<file path="src/rtl/alu_rs_sched.sv">
// alu_rs_sched: reservation station and single-issue scheduler for the integer ALU.
// Holds dispatched instructions until both source operands are known,
// snoops the ALU and LSB result buses for wakeup, and issues one ready
// entry per cycle. Optional macro RS_AGE_ISSUE_EN switches issue selection
// from lowest-index to oldest-first (saturating per-entry age counters).
module alu_rs_sched #(
  parameter int RS_SIZE   = 8,
  parameter int RS_IDX_W  = 3,
  parameter int ROB_POS_W = 4
) (
  input  logic                 clk,
  input  logic                 rst,
  input  logic                 rdy,
  input  logic                 rollback,
  input  logic                 in_valid,
  input  logic [6:0]           in_opcode,
  input  logic [2:0]           in_funct3,
  input  logic                 in_funct7,
  input  logic                 in_q1_valid,
  input  logic [ROB_POS_W-1:0] in_q1,
  input  logic [31:0]          in_v1,
  input  logic                 in_q2_valid,
  input  logic [ROB_POS_W-1:0] in_q2,
  input  logic [31:0]          in_v2,
  input  logic [31:0]          in_imm,
  input  logic [31:0]          in_pc,
  input  logic [ROB_POS_W-1:0] in_rob_pos,
  output logic                 full,
  input  logic                 alu_cdb_valid,
  input  logic [ROB_POS_W-1:0] alu_cdb_rob_pos,
  input  logic [31:0]          alu_cdb_val,
  input  logic                 lsb_cdb_valid,
  input  logic [ROB_POS_W-1:0] lsb_cdb_rob_pos,
  input  logic [31:0]          lsb_cdb_val,
  output logic                 alu_en,
  output logic [6:0]           alu_opcode,
  output logic [2:0]           alu_funct3,
  output logic                 alu_funct7,
  output logic [31:0]          alu_val1,
  output logic [31:0]          alu_val2,
  output logic [31:0]          alu_imm,
  output logic [31:0]          alu_pc,
  output logic [ROB_POS_W-1:0] alu_rob_pos
);

  // Entry storage
  logic [RS_SIZE-1:0]   busy_reg, busy_next;
  logic [RS_SIZE-1:0]   q1_valid_reg, q1_valid_next;
  logic [RS_SIZE-1:0]   q2_valid_reg, q2_valid_next;
  logic [ROB_POS_W-1:0] q1_reg [RS_SIZE];
  logic [ROB_POS_W-1:0] q1_next [RS_SIZE];
  logic [ROB_POS_W-1:0] q2_reg [RS_SIZE];
  logic [ROB_POS_W-1:0] q2_next [RS_SIZE];
  logic [31:0]          v1_reg [RS_SIZE];
  logic [31:0]          v1_next [RS_SIZE];
  logic [31:0]          v2_reg [RS_SIZE];
  logic [31:0]          v2_next [RS_SIZE];
  logic [6:0]           opcode_reg [RS_SIZE];
  logic [6:0]           opcode_next [RS_SIZE];
  logic [2:0]           funct3_reg [RS_SIZE];
  logic [2:0]           funct3_next [RS_SIZE];
  logic [RS_SIZE-1:0]   funct7_reg, funct7_next;
  logic [31:0]          imm_reg [RS_SIZE];
  logic [31:0]          imm_next [RS_SIZE];
  logic [31:0]          pc_reg [RS_SIZE];
  logic [31:0]          pc_next [RS_SIZE];
  logic [ROB_POS_W-1:0] rob_pos_reg [RS_SIZE];
  logic [ROB_POS_W-1:0] rob_pos_next [RS_SIZE];

  logic [RS_SIZE-1:0]   ready;
  logic                 free_found;
  logic [RS_IDX_W-1:0]  free_idx;
  logic                 do_dispatch;
  logic                 issue_valid;
  logic [RS_IDX_W-1:0]  issue_idx;
  logic                 d_q1_valid, d_q2_valid;
  logic [31:0]          d_v1, d_v2;

  assign ready       = busy_reg & ~q1_valid_reg & ~q2_valid_reg;
  assign full        = &busy_reg;
  assign do_dispatch = in_valid && !full;

  // Lowest-index free slot for dispatch
  always_comb begin
    free_found = 1'b0;
    free_idx   = '0;
    for (int i = 0; i < RS_SIZE; i++) begin
      if (!busy_reg[i] && !free_found) begin
        free_found = 1'b1;
        free_idx   = i[RS_IDX_W-1:0];
      end
    end
  end

  // Dispatch-time forwarding from the CDBs; the ALU bus has priority
  always_comb begin
    d_q1_valid = in_q1_valid;
    d_v1       = in_v1;
    d_q2_valid = in_q2_valid;
    d_v2       = in_v2;
    if (in_q1_valid) begin
      if (alu_cdb_valid && alu_cdb_rob_pos == in_q1) begin
        d_q1_valid = 1'b0;
        d_v1       = alu_cdb_val;
      end else if (lsb_cdb_valid && lsb_cdb_rob_pos == in_q1) begin
        d_q1_valid = 1'b0;
        d_v1       = lsb_cdb_val;
      end
    end
    if (in_q2_valid) begin
      if (alu_cdb_valid && alu_cdb_rob_pos == in_q2) begin
        d_q2_valid = 1'b0;
        d_v2       = alu_cdb_val;
      end else if (lsb_cdb_valid && lsb_cdb_rob_pos == in_q2) begin
        d_q2_valid = 1'b0;
        d_v2       = lsb_cdb_val;
      end
    end
  end

`ifdef RS_AGE_ISSUE_EN
  logic [RS_IDX_W:0] age_reg [RS_SIZE];
  logic [RS_IDX_W:0] age_next [RS_SIZE];
  logic [RS_IDX_W:0] best_age;

  // Oldest ready entry wins; strict compare keeps the lower index on ties
  always_comb begin
    issue_valid = 1'b0;
    issue_idx   = '0;
    best_age    = '0;
    for (int i = 0; i < RS_SIZE; i++) begin
      if (ready[i] && (!issue_valid || age_reg[i] > best_age)) begin
        issue_valid = 1'b1;
        issue_idx   = i[RS_IDX_W-1:0];
        best_age    = age_reg[i];
      end
    end
  end

  // New entry starts at age 0; every other busy entry ages on a dispatch
  always_comb begin
    age_next = age_reg;
    if (do_dispatch) begin
      for (int i = 0; i < RS_SIZE; i++) begin
        if (i[RS_IDX_W-1:0] == free_idx)
          age_next[i] = '0;
        else if (busy_reg[i] && age_reg[i] != '1)
          age_next[i] = age_reg[i] + {{RS_IDX_W{1'b0}}, 1'b1};
      end
    end
  end

  // Age counters advance only while the core is running
  always_ff @(posedge clk) begin
    if (!rst && rdy)
      age_reg <= age_next;
  end
`else
  // Lowest-index ready entry wins
  always_comb begin
    issue_valid = 1'b0;
    issue_idx   = '0;
    for (int i = 0; i < RS_SIZE; i++) begin
      if (ready[i] && !issue_valid) begin
        issue_valid = 1'b1;
        issue_idx   = i[RS_IDX_W-1:0];
      end
    end
  end
`endif

  // Per-entry next state: wakeup, issue release, dispatch write, rollback
  always_comb begin
    busy_next     = busy_reg;
    q1_valid_next = q1_valid_reg;
    q2_valid_next = q2_valid_reg;
    q1_next       = q1_reg;
    q2_next       = q2_reg;
    v1_next       = v1_reg;
    v2_next       = v2_reg;
    opcode_next   = opcode_reg;
    funct3_next   = funct3_reg;
    funct7_next   = funct7_reg;
    imm_next      = imm_reg;
    pc_next       = pc_reg;
    rob_pos_next  = rob_pos_reg;
    for (int i = 0; i < RS_SIZE; i++) begin
      if (busy_reg[i] && q1_valid_reg[i]) begin
        if (alu_cdb_valid && alu_cdb_rob_pos == q1_reg[i]) begin
          q1_valid_next[i] = 1'b0;
          v1_next[i]       = alu_cdb_val;
        end else if (lsb_cdb_valid && lsb_cdb_rob_pos == q1_reg[i]) begin
          q1_valid_next[i] = 1'b0;
          v1_next[i]       = lsb_cdb_val;
        end
      end
      if (busy_reg[i] && q2_valid_reg[i]) begin
        if (alu_cdb_valid && alu_cdb_rob_pos == q2_reg[i]) begin
          q2_valid_next[i] = 1'b0;
          v2_next[i]       = alu_cdb_val;
        end else if (lsb_cdb_valid && lsb_cdb_rob_pos == q2_reg[i]) begin
          q2_valid_next[i] = 1'b0;
          v2_next[i]       = lsb_cdb_val;
        end
      end
      if (issue_valid && issue_idx == i[RS_IDX_W-1:0])
        busy_next[i] = 1'b0;
      if (do_dispatch && free_idx == i[RS_IDX_W-1:0]) begin
        busy_next[i]     = 1'b1;
        q1_valid_next[i] = d_q1_valid;
        q1_next[i]       = in_q1;
        v1_next[i]       = d_v1;
        q2_valid_next[i] = d_q2_valid;
        q2_next[i]       = in_q2;
        v2_next[i]       = d_v2;
        opcode_next[i]   = in_opcode;
        funct3_next[i]   = in_funct3;
        funct7_next[i]   = in_funct7;
        imm_next[i]      = in_imm;
        pc_next[i]       = in_pc;
        rob_pos_next[i]  = in_rob_pos;
      end
    end
    if (rollback)
      busy_next = '0;
  end

  // Entry state register; frozen while rdy is low
  always_ff @(posedge clk) begin
    if (rst) begin
      busy_reg <= '0;
    end else if (rdy) begin
      busy_reg     <= busy_next;
      q1_valid_reg <= q1_valid_next;
      q2_valid_reg <= q2_valid_next;
      q1_reg       <= q1_next;
      q2_reg       <= q2_next;
      v1_reg       <= v1_next;
      v2_reg       <= v2_next;
      opcode_reg   <= opcode_next;
      funct3_reg   <= funct3_next;
      funct7_reg   <= funct7_next;
      imm_reg      <= imm_next;
      pc_reg       <= pc_next;
      rob_pos_reg  <= rob_pos_next;
    end
  end

  // Registered issue port; data holds when nothing issues
  always_ff @(posedge clk) begin
    if (rst || (rdy && rollback)) begin
      alu_en      <= 1'b0;
      alu_opcode  <= '0;
      alu_funct3  <= '0;
      alu_funct7  <= 1'b0;
      alu_val1    <= '0;
      alu_val2    <= '0;
      alu_imm     <= '0;
      alu_pc      <= '0;
      alu_rob_pos <= '0;
    end else if (rdy) begin
      alu_en <= issue_valid;
      if (issue_valid) begin
        alu_opcode  <= opcode_reg[issue_idx];
        alu_funct3  <= funct3_reg[issue_idx];
        alu_funct7  <= funct7_reg[issue_idx];
        alu_val1    <= v1_reg[issue_idx];
        alu_val2    <= v2_reg[issue_idx];
        alu_imm     <= imm_reg[issue_idx];
        alu_pc      <= pc_reg[issue_idx];
        alu_rob_pos <= rob_pos_reg[issue_idx];
      end
    end
  end

endmodule

</file>
<file path="config.mk">
export PLATFORM = sky130hd
export DESIGN_NAME = alu_rs_sched
export DESIGN_NICKNAME = d
export VERILOG_FILES = /design/src/rtl/alu_rs_sched.sv
export SDC_FILE = /design/constraint.sdc
export NUM_CORES = 2
export LEC_CHECK = 0
export CORE_AREA = 2 2 386 388
export CTS_CLUSTER_DIAMETER = 60
export DETAILED_ROUTE_END_ITERATION = 7
export DIE_AREA = 0 0 388 390
export GPL_TIMING_DRIVEN = 0
export HOLD_SLACK_MARGIN = 0.05
export PLACE_DENSITY = 0.67
export RECOVER_POWER = 100
export SKIP_CTS_REPAIR_TIMING = 1
export SLEW_MARGIN = 30
export SYNTH_ARGS = -nofsm -noshare
export SYNTH_HDL_FRONTEND = slang
export SYNTH_SLANG_ARGS = --single-unit
</file>
<file path="constraint.sdc">
create_clock -name clk -period 7.98 [get_ports clk]
set_input_delay 1.596 -clock clk [delete_from_list [all_inputs] [get_ports clk]]
set_output_delay 1.596 -clock clk [all_outputs]
set_load 0.01 [all_outputs]
</file>
==> Word level (Yosys, flattened, before mapping) <==
Cells that the tools add are included.
{ "op_classes": {"add_sub_neg": 0, "mul": 0, "div_mod_pow": 0, "order_cmp": 2, "eq_ne": 50, "n_shift": 0, "muxes": 209, "bitwise": 6, "reduce_logical": 182} }
{ "ops": {"columns": ["operator", "n"], "rows": [
  ["two-way mux 32 bit", 78],
  ["binary-select mux 32 bit (select 3 bit)", 4],
  ["== test 4 bit", 36],
  ["two-way mux 1 bit", 104],
  ["logical AND 1 bit", 84],
  ["nonzero test 3 bit", 24],
  ["AND reduction 4 bit", 16],
  ["two-way mux 3 bit", 13],
  ["nonzero test 2 bit", 16],
  ["== test 3 bit, second input constant", 8],
  ["AND reduction 3 bit", 8],
  ["binary-select mux 7 bit (select 3 bit)", 1],
  ["logical NOT 1 bit", 21],
  ["AND reduction 2 bit", 9],
  ["AND 8 bit", 2],
  ["inverter 8 bit", 2],
  ["two-way mux 7 bit", 2],
  ["binary-select mux 4 bit (select 3 bit)", 1],
  ["== test 3 x 2 -> 1 bit, second input constant", 4],
  ["binary-select mux 3 bit (select 3 bit)", 1],
  ["two-way mux 4 bit", 2],
  ["two-way mux 8 bit", 1],
  ["AND reduction 8 bit", 1],
  ["== test 3 x 1 -> 1 bit, second input constant", 2],
  ["other kinds (8)", 9]
]} }
{ "word_totals": {"regBits": 1376, "latch_bits": 0, "ramBits": 0, "rom_bits": 0, "input_bits": 232, "output_inout_bits": 145, "word_cells": 562, "n_memories": 0} }

==> Logic depth before layout (Yosys ltp) <==
{ "depth": {"ltp_word": 30, "mapped_depth": 12, "depth_no_buf": 6} }

==> Worst setup path before layout <==
OpenSTA, ideal clock, no wires.
{ "synth_timing": {"path_kind": "input -> register", "from": "in in_valid", "to": "reg funct3_reg[6] (netlist name) (enable)", "setup_ns": 0.534, "t_arrival_ns": 6.391, "t_required_ns": 7.446, "path_slack_ns": 1.055, "path_stages": 7, "path_buffers": 3, "cell_sequence": "and3_1 -> nand4_1 -> or2_2 -> clkbuf_1 -> clkbuf_1 -> clkbuf_1 -> nor2_1"} }
{ "synth_between": {"elab_chain_cells": 3} }
{ "synth_rtl": {"columns": ["element", "line", "source"], "rows": [
  ["from (decl)", "15", "input logic in_valid,"],
  ["logical AND 1 bit", "81", "assign do_dispatch = in_valid && !full;"],
  ["logical AND 1 bit", "208", "if (do_dispatch && free_idx == i[RS_IDX_W-1:0]) begin"],
  ["AND reduction 3 bit (no source line)", null, null],
  ["to (signal assigned)", "241", "funct3_reg <= funct3_next;"],
  ["to (decl)", "60", "logic [2:0] funct3_reg [RS_SIZE];"]
]} }
No other way between the ends.
A chain may end at the register's enable or synchronous reset.

==> Worst setup path after layout <==
{ "layout_timing": {"from": "in alu_cdb_rob_pos[2]", "to": "reg v2_reg[54] (netlist name) (enable)"} }
{ "layout_between": {"elab_chain_cells": 4} }
{ "layout_rtl": {"columns": ["element", "line", "source"], "rows": [
  ["from (decl)", "30", "input logic [ROB_POS_W-1:0] alu_cdb_rob_pos,"],
  ["== test 4 bit", "198", "if (alu_cdb_valid && alu_cdb_rob_pos == q2_reg[i]) begin"],
  ["logical AND 1 bit", "198", null],
  ["nonzero test 3 bit (no source line)", null, null],
  ["AND reduction 4 bit (no source line)", null, null],
  ["to (signal assigned)", "239", "v2_reg <= v2_next;"],
  ["to (decl)", "56", "logic [31:0] v2_reg [RS_SIZE];"]
]} }
No other way between the ends.

==> results.ini <==
[sta]
hold_violations = 0
max_freq_mhz = 147
whs_ns = 0.479
tightest_slew_ns = 2.19
slew_violations = 101
period_minus_slack_ns = 6.80
fin_crit_sh_pct = 85.3
skew_ns = 0.0449
rsz0062_at_grt = no
finalSetupViolCount = 0
maxSlewHeadroom_pct = -46.0

[power]
vdd_drop_max_mv = 0.231
power_density_nw_per_um2 = 206
p_leak_nw = 29.0

[floorplan]
die-area_um2 = 151000
die_w_um = 388
rows = 141
start_util_pct = 44.7
fp.dieH_um = 390
core_area_um2 = 147000
ios = 377

[job]
cap_violations = 12

[finish]
area_growth_pct = 19.5
final_core_utilization_pct = 53.3
layout_commonest_cell = edfxtp_1
final_cell_area_um2 = 78500
fin_cells = 7994
drive_above_1_share_pct = 16.4
fin_nets = 6135
final_cell_mix = edfxtp_1, nand2_1, clkbuf_1

[global_route]
overflow = 0
grt_usage_pct = 33.7
first_global_vias = 49900
grt_pass1_wl_mm = 364
grt_start_max_net_pins = 20
grt_antenna_before_repair = 41

[detailed_routing]
first_iter_violations = 7222
via_per_inst = 6.50
wl_per_cell_um = 32.8
drc = 2
antenna_left = 0
wirelength_mm = 262
num_vias = 51900
firstDrtPassIters = 8

[critical_path]
crit_top_cell = clkbuf_1
critPathMaxFanout = 12
crit_path_start_kind = input port
end_kind = register
arrival_ns = 7.33
ff2ff_path_depth = 12
slowest_delay_ns = 1.56
critPathKind = in -> reg
cp_num_cells = 8
crit_slowest_cell = a21oi_1
critPathBufInv = 4
crit_chain = clkbuf_1, xor2_1, nor4_1, clkbuf_1, clkbuf_1, o211ai_1, a21oi_1, buf_8
cpLargestDelayFamily = buffers and inverters
required_ns = 8.50

[place]
placed_area_um2 = 74400
routabilityCongestion = 0.999
placedCellCount = 7678
hpwlAfterDp_mm = 185
io_buffers = 364

[clock_tree]
clock_latency_ns = 0.84
cts_buffer_depth = 3
cts_buffers = 153
clockRootBuffer = clkbuf_16
htreeDepth = 4
numClockSinks = 1376
cts_tree = built
clk_pin_slew_worst_paths_ns = 0.06

[logic_synthesis]
yosys_warnings = 0
syn_nets = 5498
synthCells = 5266
yosysSeqAreaShare_pct = 60.6
synth-edff-count = 1224
syn_avg_cell_area_um2 = 12.5
syn_area_um2 = 65700
synth.distinct_cells = 46
ys_ff_latch = 1376
async_flop_share_pct = 0
ys.flop_type = edfxtp_1

[hold_path]
hold_depth = 2
min-delay-path-class = reg -> reg

[outcome]
violations = design-rule violations, max-capacitance violations, max-slew violations
outcome = finished with violations

[Yosys cell counts, types with 17 or more instances]
cell | n | area [um2]
nand2_1 | 714 | 2680
a2bb2oi_1 | 143 | 1250
o21ai_0 | 387 | 1940
clkbuf_1 | 390 | 1460
mux2i_1 | 286 | 2860
a21oi_1 | 152 | 761
xor2_1 | 108 | 946
a31o_2 | 143 | 1250
and3_1 | 209 | 1310
o221ai_1 | 143 | 1250
nor4_1 | 34 | 213
dfxtp_1 | 152 | 3040
xnor2_1 | 36 | 315
buf_2 | 88 | 440
nor2b_1 | 128 | 801
a211oi_1 | 271 | 2030
mux2_2 | 448 | 5040
o211ai_1 | 17 | 128
buf_1 | 17 | 63.8
a22oi_1 | 66 | 495
nor2_1 | 37 | 139
edfxtp_1 | 1224 | 36800
[cells by family after synthesis]
logic type	share of synthesized area (%)
AOI/OAI and AO/OA	14.0
xor gates and xnor gates	1.92
buffers and inverters	3.13
DFF	60.6
muxes	12.0
and+or+nand+nor	8.30
[worst paths after layout]
kind | start | endpoint | slack (ns)
hold / removal | alu_val1[20] | alu_val1[20] | 0.48
setup reg to reg | busy_reg[3] | alu_val1[19] | 1.97
hold reg to reg | alu_val1[20] | alu_val1[20] | 0.48
setup / recovery | alu_cdb_rob_pos[2] | v2_reg[54] | 1.18
[where the power goes]
part           switching [mW]  total (mW)  internal (mW)  leakage, nW
sequential             0.0120        7.90           7.88         12.2
combinational           0.661        1.03          0.372         14.3
clock                    3.11        7.21           4.10         2.49
total                    3.78        16.1           12.4         29.0
[routing by layer]
| metal | up-vias | GRT usage, % | part of all wire (%) |
|---|---|---|---|
| met2 | 4085 | 50.8 | 43 |
| met5 | - | 0 | 0.048 |
| met1 | 25400 | 42.3 | 36 |
| met4 | 20 | 19.7 | 6.8 |
| li1 | 21500 | - | - |
| met3 | 924 | 11.2 | 13 |
[stage by stage]
stage | setup WS (ns) | total power [mW] | TNS [ns]
2_1_floorplan | 1.06 | 8.56 | 0
3_3_place_gp | -4.40 | 9.01 | -3672.36
3_5_place_dp | 1.96 | 9.06 | 0
6_report | 1.18 | 16.1 | 0
5_1_grt | 1.41 | 16.5 | 0
4_1_cts | 2.83 | 16.1 | 0
[worst reg2reg max path, stage by stage, from the launching register on]
cell and delay (ns):
dfxtp_1 0.30, clkbuf_1 0.33, nor3b_1 0.54, or2_1 0.17, clkbuf_1 0.30, or4_1 0.17
clkbuf_1 0.74, and2_0 0.25, buf_6 0.23, clkbuf_1 1.17, clkbuf_1 1.10, mux2i_1 0.36
o221ai_1 0.17
[final cells by class]
cell class,instances,area [um2]
well taps,1930,2410
repair buffers,482,5130
clock inverters,79,938
flip-flops and latches,1376,39800
clock buffers,205,4180
plain buffers,502,2010
diodes,32,80.1
fillers,12600,68600
multi-input cells,3385,23900
inverters,3,11.3
Power figures use the tool's default switching activity.
